**src/rtl/muldiv_pkg.sv**
```systemverilog
// Shared encodings for the multiply/divide sequencer and its timeout counter.
package muldiv_pkg;

  typedef enum logic [2:0] {
    IDLE  = 3'd0,
    START = 3'd1,
    WAIT  = 3'd2,
    WRITE = 3'd3,
    ERR   = 3'd4
  } state_t;

  localparam logic OP_MULT       = 1'b0;
  localparam logic OP_DIV        = 1'b1;
  localparam logic HILO_SEL_MULT = 1'b0;
  localparam logic HILO_SEL_DIV  = 1'b1;

endpackage

```
**src/rtl/muldiv_timeout_cnt.sv**
```systemverilog
// Wait-cycle counter for the sequencer; expire is high while the count sits at
// TIMEOUT_CYCLES-1.
module muldiv_timeout_cnt #(
  parameter int TIMEOUT_CYCLES = 64,
  parameter int CNT_W          = 7
) (
  input  logic clk,
  input  logic reset,
  input  logic clr,
  input  logic en,
  output logic expire
);

  localparam logic [CNT_W-1:0] LAST = CNT_W'(TIMEOUT_CYCLES - 1);

  logic [CNT_W-1:0] cnt;

  always_ff @(posedge clk) begin
    if (!reset) begin
      cnt <= '0;
    end else if (clr) begin
      cnt <= '0;
    end else if (en) begin
      cnt <= cnt + CNT_W'(1);
    end
  end

  assign expire = (cnt == LAST);

endmodule

```
**src/rtl/muldiv_sequencer.sv**
```systemverilog
// Sequences one MULT/DIV request through the shared units and commits a single
// HI/LO write, or raises a divide-by-zero / timeout exception.
//
//   state | meaning
//   IDLE  | ready for a request
//   START | one-cycle start pulse to the selected unit
//   WAIT  | counting cycles until the selected unit's end flag
//   WRITE | one-cycle HI/LO write and done pulse
//   ERR   | one-cycle divide-by-zero pulse
module muldiv_sequencer
  import muldiv_pkg::*;
#(
  parameter int TIMEOUT_CYCLES = 64,
  parameter int CNT_W          = 7
) (
  input  logic        clk,
  input  logic        reset,
  input  logic        req_valid,
  input  logic        req_op,
  input  logic [31:0] divisor,
  input  logic        abort,
  output logic        req_ready,
  output logic        busy,
  output logic        mult_start,
  output logic        div_start,
  input  logic        mult_end,
  input  logic        div_end,
  input  logic        div_zero,
  output logic        hilo_write,
  output logic        hilo_sel,
  output logic        done,
  output logic        div0_exc,
  output logic        timeout_exc
);

  state_t state;
  logic   opQ;
  logic   timeoutQ;
  logic   cntExpire;
  logic   selEnd;

  muldiv_timeout_cnt #(
    .TIMEOUT_CYCLES(TIMEOUT_CYCLES),
    .CNT_W         (CNT_W)
  ) uTimeoutCnt (
    .clk   (clk),
    .reset (reset),
    .clr   (state != WAIT),
    .en    (state == WAIT),
    .expire(cntExpire)
  );

  assign selEnd = (opQ == OP_DIV) ? div_end : mult_end;

  // Priority in START/WAIT: abort, then the unit's end flag, then timeout.
  always_ff @(posedge clk) begin
    if (!reset) begin
      state    <= IDLE;
      opQ      <= OP_MULT;
      timeoutQ <= 1'b0;
    end else begin
      timeoutQ <= 1'b0;
      case (state)
        IDLE: begin
          if (req_valid) begin
            opQ   <= req_op;
            state <= (req_op == OP_DIV && divisor == 32'd0) ? ERR : START;
          end
        end
        START, WAIT: begin
          if (abort) begin
            state <= IDLE;
          end else if (selEnd) begin
            state <= (opQ == OP_DIV && div_zero) ? ERR : WRITE;
          end else if (state == WAIT && cntExpire) begin
            state    <= IDLE;
            timeoutQ <= 1'b1;
          end else begin
            state <= WAIT;
          end
        end
        WRITE, ERR: state <= IDLE;
        default:    state <= IDLE;
      endcase
    end
  end

  // Timeout is flagged on the transition, so its pulse lands in the first IDLE cycle.
  assign req_ready   = (state == IDLE);
  assign busy        = (state != IDLE);
  assign mult_start  = (state == START) && (opQ == OP_MULT);
  assign div_start   = (state == START) && (opQ == OP_DIV);
  assign hilo_write  = (state == WRITE);
  assign done        = (state == WRITE);
  assign div0_exc    = (state == ERR);
  assign timeout_exc = timeoutQ;
  assign hilo_sel    = (state != IDLE && opQ == OP_DIV) ? HILO_SEL_DIV : HILO_SEL_MULT;

endmodule

```
**config.mk**
```make
export PLATFORM = sky130hd
export DESIGN_NAME = muldiv_sequencer
export DESIGN_NICKNAME = d
export VERILOG_FILES = /design/src/rtl/muldiv_pkg.sv /design/src/rtl/muldiv_timeout_cnt.sv /design/src/rtl/muldiv_sequencer.sv
export SDC_FILE = /design/constraint.sdc
export NUM_CORES = 1
export LEC_CHECK = 0
export BUFFER_PORTS_ARGS = -buffer_cell sky130_fd_sc_hd__buf_2
export CAP_MARGIN = 20
export CELL_PAD_IN_SITES_DETAIL_PLACEMENT = 0
export CELL_PAD_IN_SITES_GLOBAL_PLACEMENT = 2
export CORE_UTILIZATION = 20
export DETAILED_ROUTE_END_ITERATION = 6
export GPL_TIMING_DRIVEN = 0
export HOLD_SLACK_MARGIN = 0.1
export PLACE_DENSITY = 0.77
export SYNTH_ARGS = -nofsm -noshare
export SYNTH_HDL_FRONTEND = slang
export SYNTH_SLANG_ARGS = --single-unit
export TNS_END_PERCENT = 1
```
**constraint.sdc**
```tcl
create_clock -name clk -period 1.7 [get_ports clk]
set_clock_uncertainty 0.05 [all_clocks]
set_input_delay 0.17 -clock clk [delete_from_list [all_inputs] [get_ports clk]]
set_output_delay 0.17 -clock clk [all_outputs]
set_load 0.005 [all_outputs]
```
==> results of run 1 <==
-- synth_stat cells, types with 2 or more instances --
master | number | area [um2]
nand2_1 | 8 | 30.0
nor4_1 | 3 | 18.8
nor3_1 | 3 | 15.0
dfxtp_1 | 12 | 240
nand3_1 | 7 | 35.0
nor4_2 | 3 | 37.5
xnor2_1 | 2 | 17.5
or3_1 | 3 | 18.8
nor2_1 | 8 | 30.0
xor2_1 | 3 | 26.3
nor3b_1 | 3 | 22.5
-- tightest hold or removal path: cells and delay by family --
family          cells  cell delay, ns
compound gates      1            0.05
buf+inv             1            0.12
simple gates        1            0.08
-- flip-flops by register name (all words and copies together) (netlist names) --
register and count:
timeout_exc 1, uTimeoutCnt.cnt 7, state 3, opQ 1
-- how the worst max path moves through the flow --
stage / start / endpoint / cells past startpoint
detailed placement: opQ / state[0] / 4
floorplan: opQ / state[0] / 4
CTS: state[1] / hilo_sel / 3
global route: state[1] / hilo_sel / 3
global placement: opQ / state[0] / 4
finish: state[1] / hilo_sel / 3
-- cell usage in the layout, fill, tap and decap left out --
cell / synthesis / layout
and3b_1: 1 / 1
nor3b_1: 3 / 3
or2_1: 1 / 1
or4_4: 1 / 1
and3_1: 1 / 1
nand3_1: 7 / 7
nor4b_2: 1 / 1
nand3b_1: 1 / 1
o22ai_2: 1 / 1
nor4_1: 3 / 3
o21ai_1: 1 / 1
nor3_1: 3 / 3
xnor2_1: 2 / 2
or3_1: 3 / 3
nor2_1: 8 / 8
a21boi_1: 1 / 1
a2111oi_2: 1 / 1
nor2b_1: 1 / 1
o21ai_0: 1 / 1
nor4bb_1: 1 / 1
xor2_1: 3 / 3
clkbuf_4: 0 / 3
and2_1: 1 / 1
nand4_1: 1 / 1
nor4b_1: 1 / 1
dfxtp_1: 12 / 12
buf_4: 1 / 1
dlygate4sd3_1: 0 / 1
buf_2: 0 / 48
nand2_1: 8 / 8
a21oi_1: 1 / 1
clkbuf_8: 0 / 1
nand2b_1: 1 / 1
ha_1: 1 / 1
inv_2: 1 / 1
nor4_2: 3 / 3
a211oi_2: 1 / 1
-- layout make-up --
| class | instances | share of cell area |
|---|---|---|
| repair buffers | 49 | 0.246 |
| clock buffers | 4 | 0.0356 |
| flip-flops and latches | 12 | 0.236 |
| inverters | 1 | 0.00369 |
| multi-input cells | 63 | 0.418 |
| well taps | 44 | 0.0541 |
| plain buffers | 1 | 0.00737 |
-- per-layer routing --
metal,vias to the layer above,routed length [um]
li1,388,-
met1,317,691
met2,44,733
met3,2,175
met4,0,4
met5,-,0
-- report_power, final --
part	total, mW	internal [mW]	switching (mW)
logic	0.120	0.0668	0.0528
clock network	0.221	0.130	0.0905
registers	0.299	0.288	0.0109
total	0.639	0.485	0.154
-- timing repair --
action	in CTS	in global routing
setup endpoints to repair	0	0
hold endpoints to repair	0	1
hold buffers	0	1
-- logic make-up after synthesis --
group | count (synthesis) | synth area share
buffers and inverters | 2 | 0.0166
xor gates and xnor gates | 5 | 0.0647
adders and majority gates | 1 | 0.0185
AOI/OAI and AO/OA | 7 | 0.0924
DFF | 12 | 0.355
and+or+nand+nor | 50 | 0.453
==> summary.txt, run 1 <==
Finish
  • # nets final: 172
  • Util after Layout: 0.326
  • Fraction of layout cells with a size suffix above 1: 0.477
  • Area of the multi-input gates: 425 um2
  • Non-filler cells, final: 174
  • Filler Cell Count: 337
  • Layout area overhead: 50.5%
  • N_diodes: 0
  • Fin area: 1020 um2
  • FF+latch area: 240 um2

Synth
  • Synth Net Count: 118
  • Mapped Cells: 77
  • Synth Warn #: 0
  • Ys async rst share: 0
  • Netlist cell types: 33
  • Number of synthesized flops with an enable pin: 0
  • Prevailing post-synth register cell: dfxtp_1
  • Average cell area after synthesis: 8.79 um2
  • Seq cells post-synth: 12
  • Synthesized area: 677 um2
  • Seq/Total Area, Yosys: 0.355

Detailed routing
  • DRT Pass-1 Iters: 4
  • # DRC: 0
  • Routed Antenna Nets: 0
  • DR WL/cell: 9.22 um
  • Routed wire length: 1610 um
  • DR vias: 751
  • Drt via density: 4.32
  • Initial DRC count: 34

Global route
  • Global Route Usage Sum: 0.103
  • Layer with the highest usage: met2
  • First-pass GRT wire length: 2790 um
  • Met3 Track Usage GR: 0.0390
  • Largest net degree at the start of global routing: 9
  • Met2 Use GR: 0.168
  • Vias in the first global route: 677
  • Routing usage on met1: 0.128
  • Grt ovf: 0
  • Antenna violations before repair: 0

Run
  • Max cap viols: 0

Floorplan
  • Row cnt: 20
  • Core Region: 3130 um2
  • Overall die width: 60.2 um
  • Die Footprint: 3620 um2
  • Die Ht: 60.2 um
  • Ports: 49
  • Initial Util: 0.216

Min path
  • Hold Crit Depth: 3
  • HP Class: in -> reg
  • Worst hold endpoint: opQ
  • HP Start: req_valid

Placement
  • Final RePlAce weighted congestion: 0.644
  • # port buffers: 48
  • Detailed Place HPWL: 1420 um
  • Setup WS pre-CTS: 0.194 ns
  • Placed cell count: 169
  • Dpl cell area: 972 um2

Clocking
  • CTS Sinks: 12
  • Clock Tree Buf Depth: 2
  • CTS Root Cell: clkbuf_4
  • Clock transition at path regs: 0.07 ns
  • CTS tree: done
  • H-tree levels: 1
  • Cts repair resizes: 0
  • CTS buffer count: 3
  • Post-CTS Setup Bufs: 0
  • Worst-Skew Late Latency: 0.27 ns

Power
  • Total power: 0.639 mW
  • Pwr/cell area: 627 nW/um2
  • VDD IR-drop max: 0.000178 V
  • Leak pwr: 0.429 nW

STA
  • FMAX: 626 MHz
  • WHS: 0.156 ns
  • Crit share post-route: 0.940
  • Worst setup margin: 0.101 ns
  • RSZ-0062 raised after global routing: no
  • Slew headroom: 0.735
  • Final Setup Violations: 0
  • Pins Over Slew Limit: 0
  • Measured slew at the worst slew-check pin: 0.397 ns
  • Fin Setup TNS: 0 ns
  • Min cycle time layout: 1.60 ns
  • Fin. Hold Viols: 0

Critical path
  • Worst-path fanout max: 7
  • Reg-to-reg critical path endpoint: state[0]
  • Setup CP Type: reg -> out
  • Startpoint types: flop
  • Worst path top cell family by delay: simple AND/OR/NAND/NOR gates
  • Worst r2r src: opQ
  • WP data arrival: 1.38 ns
  • Reg2Reg Depth: 4
  • WP data required: 1.48 ns
  • Crit-path cells: or3_1 -> and2_1 -> buf_2
  • Worst R2R Setup Slack: 0.17 ns
  • Critical path buffer and inverter count: 1
  • Crit-path slowest cell: or3_1
  • Slowest stage delay, CP: 0.45 ns
  • CP Capture Type: primary output

Outcome
  • Outcome: finished, final reports clean
Power figures use the tool's default switching activity.
==> run 2: changes to the inputs <==
- CORE_ASPECT_RATIO: default -> 0.8
==> summary.txt, run 2 (same netlist as run 1, synthesis figures left out) <==
Finish
  • Fraction of layout cells with a size suffix above 1: 0.481 (was 0.477)
  • # nets final: 171 (was 172)
  • Reg with most FFs: uTimeoutCnt.cnt (unchanged)
  • Max reg flops: 7 (unchanged)
  • Commonest non-fill, non-tap cell in the layout: buf_2 (unchanged)
  • Most frequent cells in the layout: buf_2, dfxtp_1, nor2_1, nand2_1, nand3_1 (unchanged)
  • Largest regs: uTimeoutCnt.cnt x7, state x3 (unchanged)
  • Layout area overhead: 51.0% (was 50.5%)
  • N_diodes: 0 (unchanged)

Power
  • VDD IR-drop max: 0.000278 V (was 0.000178 V)
  • Pwr/cell area: 710 nW/um2 (was 627 nW/um2)
  • Leak pwr: 0.432 nW (was 0.429 nW)

Critical path
  • Worst-path fanout max: 7 (unchanged)
  • Startpoint types: flop (unchanged)
  • WP data arrival: 1.35 ns (was 1.38 ns)
  • Reg-to-reg critical path endpoint: state[0] (unchanged)
  • Worst r2r src: opQ (unchanged)
  • CP Capture Type: primary output (unchanged)
  • Reg2Reg Depth: 4 (unchanged)
  • WP data required: 1.48 ns (about the same)
  • Setup CP Type: reg -> out (unchanged)
  • Worst R2R Setup Slack: 0.16 ns (was 0.17 ns)

Floorplan
  • Die Ht: 54.0 um (was 60.2 um)
  • Ports: 49 (unchanged)
  • Overall die width: 67.0 um (was 60.2 um)
  • Die Footprint: 3620 um2 (about the same)
  • Row cnt: 18 (was 20)
  • Initial Util: 0.215 (was 0.216)
  • Core Region: 3150 um2 (was 3130 um2)

STA
  • Final Setup Violations: 0 (unchanged)
  • FMAX: 635 MHz (was 626 MHz)
  • Min cycle time layout: 1.57 ns (was 1.60 ns)
  • RSZ-0062 raised after global routing: no (unchanged)
  • Measured slew at the worst slew-check pin: 0.396 ns (was 0.397 ns)
  • Crit share post-route: 0.926 (was 0.940)
  • Fin. Hold Viols: 0 (unchanged)
  • Slew headroom: 0.736 (was 0.735)
  • Fin Setup TNS: 0 ns (unchanged)
  • Worst setup margin: 0.126 ns (was 0.101 ns)
  • Pins Over Slew Limit: 0 (unchanged)

Clocking
  • CTS tree: done (unchanged)
  • Cts repair resizes: 0 (unchanged)
  • CTS buffer count: 3 (unchanged)
  • Clock Tree Buf Depth: 2 (unchanged)
  • CTS Sinks: 12 (unchanged)
  • Clock transition at path regs: 0.05 ns (was 0.07 ns)
  • Post-CTS Setup Bufs: 0 (unchanged)
  • H-tree levels: 1 (unchanged)
  • CTS Root Cell: clkbuf_8 (was clkbuf_4)
  • CTS Hold Bufs: 0 (unchanged)
  • Worst-Skew Late Latency: 0.24 ns (was 0.27 ns)

Detailed routing
  • Routed Antenna Nets: 0 (unchanged)
  • DR vias: 742 (was 751)
  • Routed wire length: 1680 um (was 1610 um)
  • Drt via density: 4.39 (was 4.32)
  • Initial DRC count: 10 (was 34)
  • DR WL/cell: 9.93 um (was 9.22 um)
  • DRT Pass-1 Iters: 4 (unchanged)
  • # DRC: 0 (unchanged)

Placement
  • # port buffers: 48 (unchanged)
  • Final RePlAce weighted congestion: 0.717 (was 0.644)
  • Setup WS pre-CTS: 0.138 ns (was 0.194 ns)
  • Detailed Place HPWL: 1450 um (was 1420 um)

Min path
  • Hold Crit Depth: 3 (unchanged)
  • Worst hold endpoint: opQ (unchanged)
  • HP Class: in -> reg (unchanged)
  • HP Start: req_op (was req_valid)

Global route
  • Vias in the first global route: 675 (was 677)
  • Grt ovf: 0 (unchanged)
  • Global Route Usage Sum: 0.0995 (was 0.103)
  • Largest net degree at the start of global routing: 9 (unchanged)
  • First-pass GRT wire length: 2740 um (was 2790 um)
  • Antenna violations before repair: 0 (unchanged)

Outcome
  • Outcome: finished, final reports clean (unchanged)

Run
  • Max cap viols: 0 (unchanged)
==> run 2: cell types whose count changed in the layout (fill, tap and decap cells not counted) <==
cell           change
clkbuf_4           -3
clkbuf_8           +3
dlygate4sd3_1      -1
==> run 2: metrics by stage <==
step	instances	utilization	total power [mW]	area (um2)	hold WS (ns)
2_1_floorplan	77	-	0.353	677	0.266
3_3_place_gp	165	0.307	0.426	967	0.380
3_5_place_dp	165	0.307	0.427	967	0.387
4_1_cts	169	0.324	0.732	1020	0.152
5_1_grt	169	0.324	0.765	1020	0.156
6_report	169	0.324	0.726	1020	0.148
==> run 2: final cells by class <==
cell class,instances,area (um2)
buffer,1,7.51
clock buffer,4,55.1
fill,350,2130
inverter,1,3.75
multi-input combinational,63,425
sequential,12,240
tap,40,50.0
timing repair buffer,48,240
==> run 2: per-layer routing <==
layer | up-vias | GRT usage | wire (um)
met5 | - | 0 | 0
met2 | 23 | 0.178 | 781
met4 | 0 | 0.0426 | 0
li1 | 386 | - | -
met3 | 0 | 0.00847 | 95
met1 | 333 | 0.122 | 801
==> run 2: worst max path at each step <==
stage                to  slack, ns     start
2_1_floorplan  state[0]       0.39       opQ
3_3_place_gp   state[0]       0.14       opQ
3_5_place_dp   state[0]       0.14       opQ
4_1_cts        hilo_sel       0.12  state[1]
5_1_grt        state[0]       0.02       opQ
6_report       hilo_sel       0.13  state[1]
==> run 2: worst max-delay path: stages (launching register included) <==
cell and delay, ns:
dfxtp_1 0.36, or3_1 0.46, and2_1 0.18, buf_2 0.12
==> run 2: power breakdown <==
| part | internal, mW | switching, mW |
|---|---|---|
| logic | 0.0654 | 0.0541 |
| clock network | 0.204 | 0.103 |
| registers | 0.288 | 0.0114 |
